[config.mk]
export PLATFORM = sky130hd
export DESIGN_NAME = ped_request
export DESIGN_NICKNAME = d
export VERILOG_FILES = /design/src/rtl/ped_pkg.sv /design/src/rtl/ped_debounce.sv /design/src/rtl/ped_request.sv
export SDC_FILE = /design/constraint.sdc
export NUM_CORES = 1
export LEC_CHECK = 0
export BUFFER_PORTS_ARGS = -buffer_cell sky130_fd_sc_hd__buf_4
export CORE_UTILIZATION = 37
export DETAILED_ROUTE_END_ITERATION = 8
export PLACE_DENSITY_LB_ADDON = 0.2
export SLEW_MARGIN = 10
export SYNTH_ARGS = -nofsm -noshare
export SYNTH_HDL_FRONTEND = slang
export SYNTH_SLANG_ARGS = --single-unit
[constraint.sdc]
create_clock -name clk -period 2.3 [get_ports clk]
set_clock_uncertainty 0.1 [all_clocks]
set_input_delay 0.345 -clock clk [delete_from_list [all_inputs] [get_ports clk]]
set_output_delay 0.345 -clock clk [all_outputs]
set_load 0.005 [all_outputs]
[src/rtl/ped_pkg.sv]
// Shared types and counter widths for the pedestrian request front end.
package ped_pkg;

  typedef enum logic [1:0] {
    IDLE    = 2'd0,
    PENDING = 2'd1,
    LOCK    = 2'd2
  } ped_state_e;

  localparam int DEB_W   = 8;
  localparam int LOCK_W  = 8;
  localparam int BLINK_W = 8;
  localparam int TMO_W   = 16;

endpackage

[src/rtl/ped_debounce.sv]
// Button synchroniser, tick-paced debouncer and press event generator.
module ped_debounce
  import ped_pkg::*;
#(
  parameter int DEB_TICKS = 20
) (
  input  logic clk,
  input  logic rst_n,
  input  logic tick,
  input  logic btn_n,
  output logic btn_level,
  output logic press_evt
);

  localparam logic [DEB_W-1:0] DEB_LAST = DEB_W'(DEB_TICKS - 1);

  logic             sync_q1;
  logic             sync_q2;
  logic             btn_s;
  logic [DEB_W-1:0] deb_cnt;

  // Flops come out of reset at the released (high) level so no false press is seen.
  always_ff @(posedge clk or negedge rst_n) begin
    if (!rst_n) begin
      sync_q1 <= 1'b1;
      sync_q2 <= 1'b1;
    end else begin
      sync_q1 <= btn_n;
      sync_q2 <= sync_q1;
    end
  end

  assign btn_s = ~sync_q2;

  // press_evt is raised in the same edge as the debounced rise so the FSM reacts one clk later.
  always_ff @(posedge clk or negedge rst_n) begin
    if (!rst_n) begin
      deb_cnt   <= '0;
      btn_level <= 1'b0;
      press_evt <= 1'b0;
    end else begin
      press_evt <= 1'b0;
      if (btn_s == btn_level) begin
        deb_cnt <= '0;
      end else if (tick) begin
        if (deb_cnt == DEB_LAST) begin
          btn_level <= btn_s;
          deb_cnt   <= '0;
          press_evt <= btn_s;
        end else begin
          deb_cnt <= deb_cnt + 1'b1;
        end
      end
    end
  end

endmodule

[src/rtl/ped_request.sv]
// Pedestrian request front end: debounced button, request latch, lockout and wait lamp.
// Optional request expiry is built when PED_REQ_TIMEOUT_EN is defined.
//
// state   | meaning
// IDLE    | no request, waiting for a press
// PENDING | request latched, ped_req high, wait lamp blinking
// LOCK    | crossing granted, presses ignored for LOCK_TICKS ticks
module ped_request
  import ped_pkg::*;
#(
  parameter int DEB_TICKS     = 20,
  parameter int LOCK_TICKS    = 50,
  parameter int BLINK_TICKS   = 5,
  parameter int TIMEOUT_TICKS = 200
) (
  input  logic       clk,
  input  logic       rst_n,
  input  logic       tick,
  input  logic       btn_n,
  input  logic       grant,
  output logic       ped_req,
  output logic       wait_led,
  output logic       btn_level,
  output logic [7:0] press_cnt,
  output logic       timeout
);

  localparam logic [LOCK_W-1:0]  LOCK_LAST  = LOCK_W'(LOCK_TICKS - 1);
  localparam logic [BLINK_W-1:0] BLINK_LAST = BLINK_W'(BLINK_TICKS - 1);
  localparam logic [TMO_W-1:0]   TMO_LAST   = TMO_W'(TIMEOUT_TICKS - 1);

  ped_state_e         state_q;
  ped_state_e         state_d;
  logic               press_evt;
  logic               press_acc;
  logic               pend_entry;
  logic               pend_expire;
  logic               lock_done;
  logic [LOCK_W-1:0]  lock_cnt;
  logic [BLINK_W-1:0] blink_cnt;
  logic               wait_q;

  ped_debounce #(
    .DEB_TICKS (DEB_TICKS)
  ) u_debounce (
    .clk       (clk),
    .rst_n     (rst_n),
    .tick      (tick),
    .btn_n     (btn_n),
    .btn_level (btn_level),
    .press_evt (press_evt)
  );

  always_ff @(posedge clk or negedge rst_n) begin
    if (!rst_n) state_q <= IDLE;
    else        state_q <= state_d;
  end

  assign lock_done = tick && (lock_cnt == LOCK_LAST);

  // grant is checked ahead of expiry so a coincident grant always wins.
  always_comb begin
    state_d   = state_q;
    press_acc = 1'b0;
    case (state_q)
      IDLE: begin
        if (press_evt) begin
          state_d   = PENDING;
          press_acc = 1'b1;
        end
      end
      PENDING: begin
        if (grant)            state_d = LOCK;
        else if (pend_expire) state_d = IDLE;
      end
      LOCK: begin
        if (lock_done) state_d = IDLE;
      end
      default: state_d = IDLE;
    endcase
  end

  assign pend_entry = (state_q != PENDING) && (state_d == PENDING);

  always_ff @(posedge clk or negedge rst_n) begin
    if (!rst_n) begin
      press_cnt <= '0;
    end else if (press_acc && (press_cnt != 8'hFF)) begin
      press_cnt <= press_cnt + 1'b1;
    end
  end

  always_ff @(posedge clk or negedge rst_n) begin
    if (!rst_n) begin
      lock_cnt <= '0;
    end else if ((state_q == PENDING) && (state_d == LOCK)) begin
      lock_cnt <= '0;
    end else if ((state_q == LOCK) && tick) begin
      lock_cnt <= lock_cnt + 1'b1;
    end
  end

  // Lamp follows the next state so it drops in the same edge as ped_req.
  always_ff @(posedge clk or negedge rst_n) begin
    if (!rst_n) begin
      wait_q    <= 1'b0;
      blink_cnt <= '0;
    end else if (state_d != PENDING) begin
      wait_q    <= 1'b0;
      blink_cnt <= '0;
    end else if (pend_entry) begin
      wait_q    <= 1'b1;
      blink_cnt <= '0;
    end else if (tick) begin
      if (blink_cnt == BLINK_LAST) begin
        wait_q    <= ~wait_q;
        blink_cnt <= '0;
      end else begin
        blink_cnt <= blink_cnt + 1'b1;
      end
    end
  end

  assign ped_req  = (state_q == PENDING);
  assign wait_led = wait_q;

`ifdef PED_REQ_TIMEOUT_EN
  logic [TMO_W-1:0] pend_cnt;
  logic             timeout_q;

  assign pend_expire = tick && (pend_cnt == TMO_LAST);

  always_ff @(posedge clk or negedge rst_n) begin
    if (!rst_n) begin
      pend_cnt  <= '0;
      timeout_q <= 1'b0;
    end else begin
      timeout_q <= (state_q == PENDING) && !grant && pend_expire;
      if (pend_entry)                        pend_cnt <= '0;
      else if ((state_q == PENDING) && tick) pend_cnt <= pend_cnt + 1'b1;
    end
  end

  assign timeout = timeout_q;
`else
  logic unused_tmo;

  assign pend_expire = 1'b0;
  assign timeout     = 1'b0;
  assign unused_tmo  = ^TMO_LAST;
`endif

endmodule

# Word level (Yosys, flattened, before mapping)
# Cells that the tools add are included.
# Widths: inputs -> output; s select.
dict set report totals {
  register_bits 39
  in_bits 5
  out_inout_bits 12
  word_cells 62
}
dict set report classes {
  addsub 4
  n_eq_ne 11
  muxes 22
  n_bitwise 3
  n_reduce_logical 12
}
# cell n
set ops {}
lappend ops {{$mux 8} 9}
lappend ops {{$add 8x1->8 const B} 4}
lappend ops {{$mux 1} 9}
lappend ops {{$eq 8x3->1 const B} 1}
lappend ops {{$eq 8x5->1 const B} 1}
lappend ops {{$eq 8x6->1 const B} 1}
lappend ops {{$ne 8x8->1 const B} 1}
lappend ops {{$mux 2} 3}
lappend ops {{$pmux 2 s3} 1}
lappend ops {{$reduce_bool 3->1} 2}
lappend ops {{$logic_and 1x1->1} 5}
lappend ops {{$eq 2x1->1 const B} 2}
lappend ops {{$eq 2x2->1 const B} 2}
lappend ops {{$ne 2x1->1 const B} 2}
lappend ops {{$reduce_bool 2->1} 2}
lappend ops {{$not 1->1} 3}
lappend ops {{$reduce_and 3->1} 1}
lappend ops {{$logic_not 2->1} 1}
lappend ops {{$reduce_and 2->1} 1}
lappend ops {{$eq 1x1->1} 1}

# Depth between registers and ports, before layout
dict set report logic_depth {
  word_depth 8
  ltp_mapped 6
  mapped_depth_nobuf 6
}

# By module
# A second synthesis with hierarchy kept.
dict set report hier_totals {
  hier_cells 200
  hier_area_um2 2075.7
}
# module n_inst cells_each area_each_um2 seq_area_each_um2
set modules_own_cells {}
lappend modules_own_cells {ped_request 1 147 1480.2 675.6}
lappend modules_own_cells {ped_debounce 1 53 595.6 302.8}

# Least setup slack after synthesis
# Ideal clock, no wire load.
dict set report synth_path {
  path_type {register to register}
  start {reg blink_cnt[0]}
  end {reg wait_q (netlist: wait_led)}
  setup_time_ps 128
  arrival_time_ps 1447
  required_ps 2072
  slack_ps 626
  path_stages_with_launch 7
  path_buffers 0
  period_less_slack_ps 1674
  cell_sequence {dfrtp_1 inv_1 ha_1 nand4bb_1 nor4_2 a21o_1 mux2_1}
}
dict set report synth_between {
  elab_chain_len 3
}
# item line_no
set synth_lines {}
lappend synth_lines {{start, declared} ped_request.sv:40} ;# logic [BLINK_W-1:0] blink_cnt;
lappend synth_lines {{start signal, assigned} ped_request.sv:119} ;# blink_cnt <= blink_cnt + 1'b1;
lappend synth_lines {{$eq 8x3->1} ped_request.sv:115} ;# if (blink_cnt == BLINK_LAST) begin
lappend synth_lines {{$reduce_bool 3->1 (no source line)} -}
lappend synth_lines {{$reduce_and 2->1 (no source line)} -}
lappend synth_lines {{end signal, assigned} ped_request.sv:116} ;# wait_q <= ~wait_q;
lappend synth_lines {{end, declared} ped_request.sv:41} ;# logic wait_q;
# No other way between the ends.
# A chain may end at the register's enable or synchronous reset.

# Final worst setup path
# Ends and elaborated chain as after synthesis.

==> results.json <==
{
  "synth_edf_count": 0,
  "grt_max_degree": 40,
  "postCtsSetupBuffers": 0,
  "grt-ovfl-total": 0,
  "finalPower_mw": 1.414,
  "r2r_start": "blink_cnt[0]",
  "yosys-top-cells-count": "dfrtp_1 (37), nor2_1 (22), nand2_1 (16)",
  "peakVddDrop_v": 0.0002920,
  "rows": 26,
  "antenna_cells": 0,
  "antenna_found_initial": 0,
  "port_buffers": 15,
  "die_area_mm2": 0.005650,
  "clkSinkCount": 39,
  "clkTransAtPathRegs_ns": 0.08,
  "grt_usage_pct": 14.38,
  "holdPathEnd": "u_debounce.sync_q1",
  "grt_pass1_wl_um": 6099,
  "cp.arrival_ns": 1.90,
  "start_util_pct": 38.53,
  "relSlewSlack_pct": 66.24,
  "routed-via-count": 1393,
  "htree_levels": 2,
  "syn_area_mm2": 0.001981,
  "yosysMostFrequentCell": "dfrtp_1",
  "stdcell_count": 279,
  "fin_ws_ns": 0.4671,
  "place_congestion": 0.7884,
  "seqCellArea_um2": 978.4,
  "fin_util_pct": 43.79,
  "die_y_um": 75.17,
  "total_leakage_power_nw": 1.037,
  "period_needed_ns": 1.833,
  "ios": 17,
  "path_cells": "inv_1 -> ha_1 -> nand4bb_1 -> nor4_2 -> a21o_1 -> mux2_1",
  "cap_viol_max_count": 0,
  "r2r_slack_ns": 0.47,
  "end_kind": "flip-flop",
  "dp_slack_ns": 0.4999,
  "coreArea_mm2": 0.005140,
  "dr.pass1.iters": 4,
  "multiInputGateArea_um2": 958.4,
  "crit_buf_inv": 1,
  "rsz0062_at_grt": "no",
  "synth.top_cell.area_share_pct": 46.75,
  "drt-vias-per-instance": 4.993,
  "whs_ns": 0.06535,
  "setup_viol": 0,
  "synth_warnings": 0,
  "drtAntennaViolNets": 0,
  "finalHoldViolCount": 0,
  "critPathMaxFanout": 6,
  "tns_ns": 0,
  "tightest_slew_ns": 0.5051,
  "ys_seq_elements": 39,
  "layout.nets": 219,
  "critical-path-top-delay-family": "flip-flops",
  "post_drt_wl_per_cell_um": 12.66,
  "synthFlopType": "dfrtp_1",
  "drtIter0Drc": 36,
  "r2r_cells": 6,
  "synthesis.nets": 200,
  "grt_pass1_vias": 1329,
  "status": "completed",
  "power.density_mw_per_mm2": 628.0,
  "clk_latency_ns": 0.28,
  "cts_buffer_depth": 2,
  "num-fill-cells": 544,
  "cts_made_buffers": 5,
  "clock.fmax_ghz": 0.5456,
  "avgSynthCellArea_um2": 10.48,
  "timing.final.crit_share_pct": 79.69,
  "yosys.area.top_type": "dfrtp_1",
  "syn_to_final_growth_pct": 13.65,
  "placed_cells": 270,
  "finalMaxSlewViolations": 0,
  "holdPathStages": 1,
  "cpPeakStageDelay_ns": 0.41,
  "synth_area_leaders": "dfrtp_1 (47%), xor2_1 (5.3%), nor2_1 (4.2%)",
  "routed_wl_um": 3533,
  "fin_area_mm2": 0.002251,
  "place_area_mm2": 0.002160,
  "die_w_um": 75.17,
  "layout-drive-gt1-share_pct": 15.79,
  "hpwl_um": 2438,
  "hp-start": "btn_n",
  "cp_slowest_cell": "dfrtp_1",
  "root_buffer": "clkbuf_8",
  "min_path_type": "in -> reg",
  "ys_types": 47,
  "cts_tree": "yes",
  "crit_type": "reg -> reg",
  "required_ns": 2.37,
  "synthCells": 189,
  "drc_errors": 0,
  "seq_area_frac_synth_pct": 49.40,
  "regToRegEndpoint": "wait_led",
  "start_kind": "flip-flop",
  "async_flop_share_pct": 100.0
}
registers in the layout, indices dropped and copies added (netlist names):
register,cells
blink_cnt,8
lock_cnt,8
press_cnt,8
state_q,2
u_debounce.btn_level,1
u_debounce.deb_cnt,8
u_debounce.press_evt,1
u_debounce.sync_q1,1
u_debounce.sync_q2,1
wait_led,1
report_power, final:
part	total (mW)	switching, mW	internal [mW]
clock	0.451	0.238	0.213
combinational	0.158	0.0841	0.0744
sequential	0.804	0.0650	0.739
total	1.41	0.387	1.03
area by class of cell:
| type | count | area share [%] |
|---|---|---|
| Sequential cell | 39 | 43.47 |
| Timing Repair Buffer | 16 | 5.447 |
| Inverter | 6 | 1.001 |
| Clock buffer | 7 | 3.391 |
| Multi-Input combinational cell | 140 | 42.58 |
| Clock inverter | 1 | 0.2223 |
| Tap cell | 70 | 3.891 |
cell families after synthesis:
| kind of cell | after synthesis | share of synthesized area, % |
|---|---|---|
| AO/OA/AOI/OAI | 22 | 8.971 |
| buffers and inverters | 10 | 2.211 |
| flip-flops | 39 | 49.40 |
| AND/OR/NAND/NOR | 86 | 23.56 |
| adder cells (fa/ha/maj) | 6 | 3.790 |
| multiplexers | 4 | 2.211 |
| other | 1 | 0.1893 |
| XOR/XNOR | 21 | 9.666 |
routing by layer:
metal / vias to the layer above / GRT usage [%] / part of all wire, %
met5: - / 0 / 0
met4: 0 / 3.704 / 0.42
met3: 2 / 4.016 / 3.3
met2: 19 / 23.12 / 47
met1: 669 / 19.22 / 50
li1: 703 / - / -
worst max-delay path by stage:
stage,to,cells after the start,start,slack (ns)
floorplan,wait_led,6,blink_cnt[0],0.63
global placement,wait_led,6,blink_cnt[0],0.52
detailed placement,wait_led,6,blink_cnt[0],0.50
CTS,wait_led,6,blink_cnt[0],0.46
global route,wait_led,6,blink_cnt[0],0.34
finish,wait_led,6,blink_cnt[0],0.47
layout by cell type (no fill, tap or decap), types with 2 or more instances in the layout:
cell type / synthesis / routed
a21o_1: 2 / 2
a21oi_1: 3 / 3
a22o_1: 3 / 3
a31oi_1: 3 / 3
a41oi_1: 2 / 2
and2_1: 3 / 3
and3_1: 3 / 3
buf_4: 1 / 15
clkbuf_1: 1 / 2
clkbuf_8: 0 / 5
dfrtp_1: 37 / 37
dfstp_2: 2 / 2
ha_1: 6 / 6
inv_1: 5 / 5
mux2_1: 2 / 2
nand2_1: 16 / 16
nand2b_1: 3 / 3
nand3_1: 12 / 12
nand4_1: 6 / 6
nor2_1: 22 / 22
nor3_1: 8 / 8
nor4_1: 2 / 2
o21ai_0: 3 / 3
xnor2_1: 8 / 8
xor2_1: 12 / 12
timing repair:
item	CTS	global route
hold endpoints to repair	37	0
resized for setup	0	0
hold buffers	1	0
Note: power is estimated with default switching activity, not from simulation.
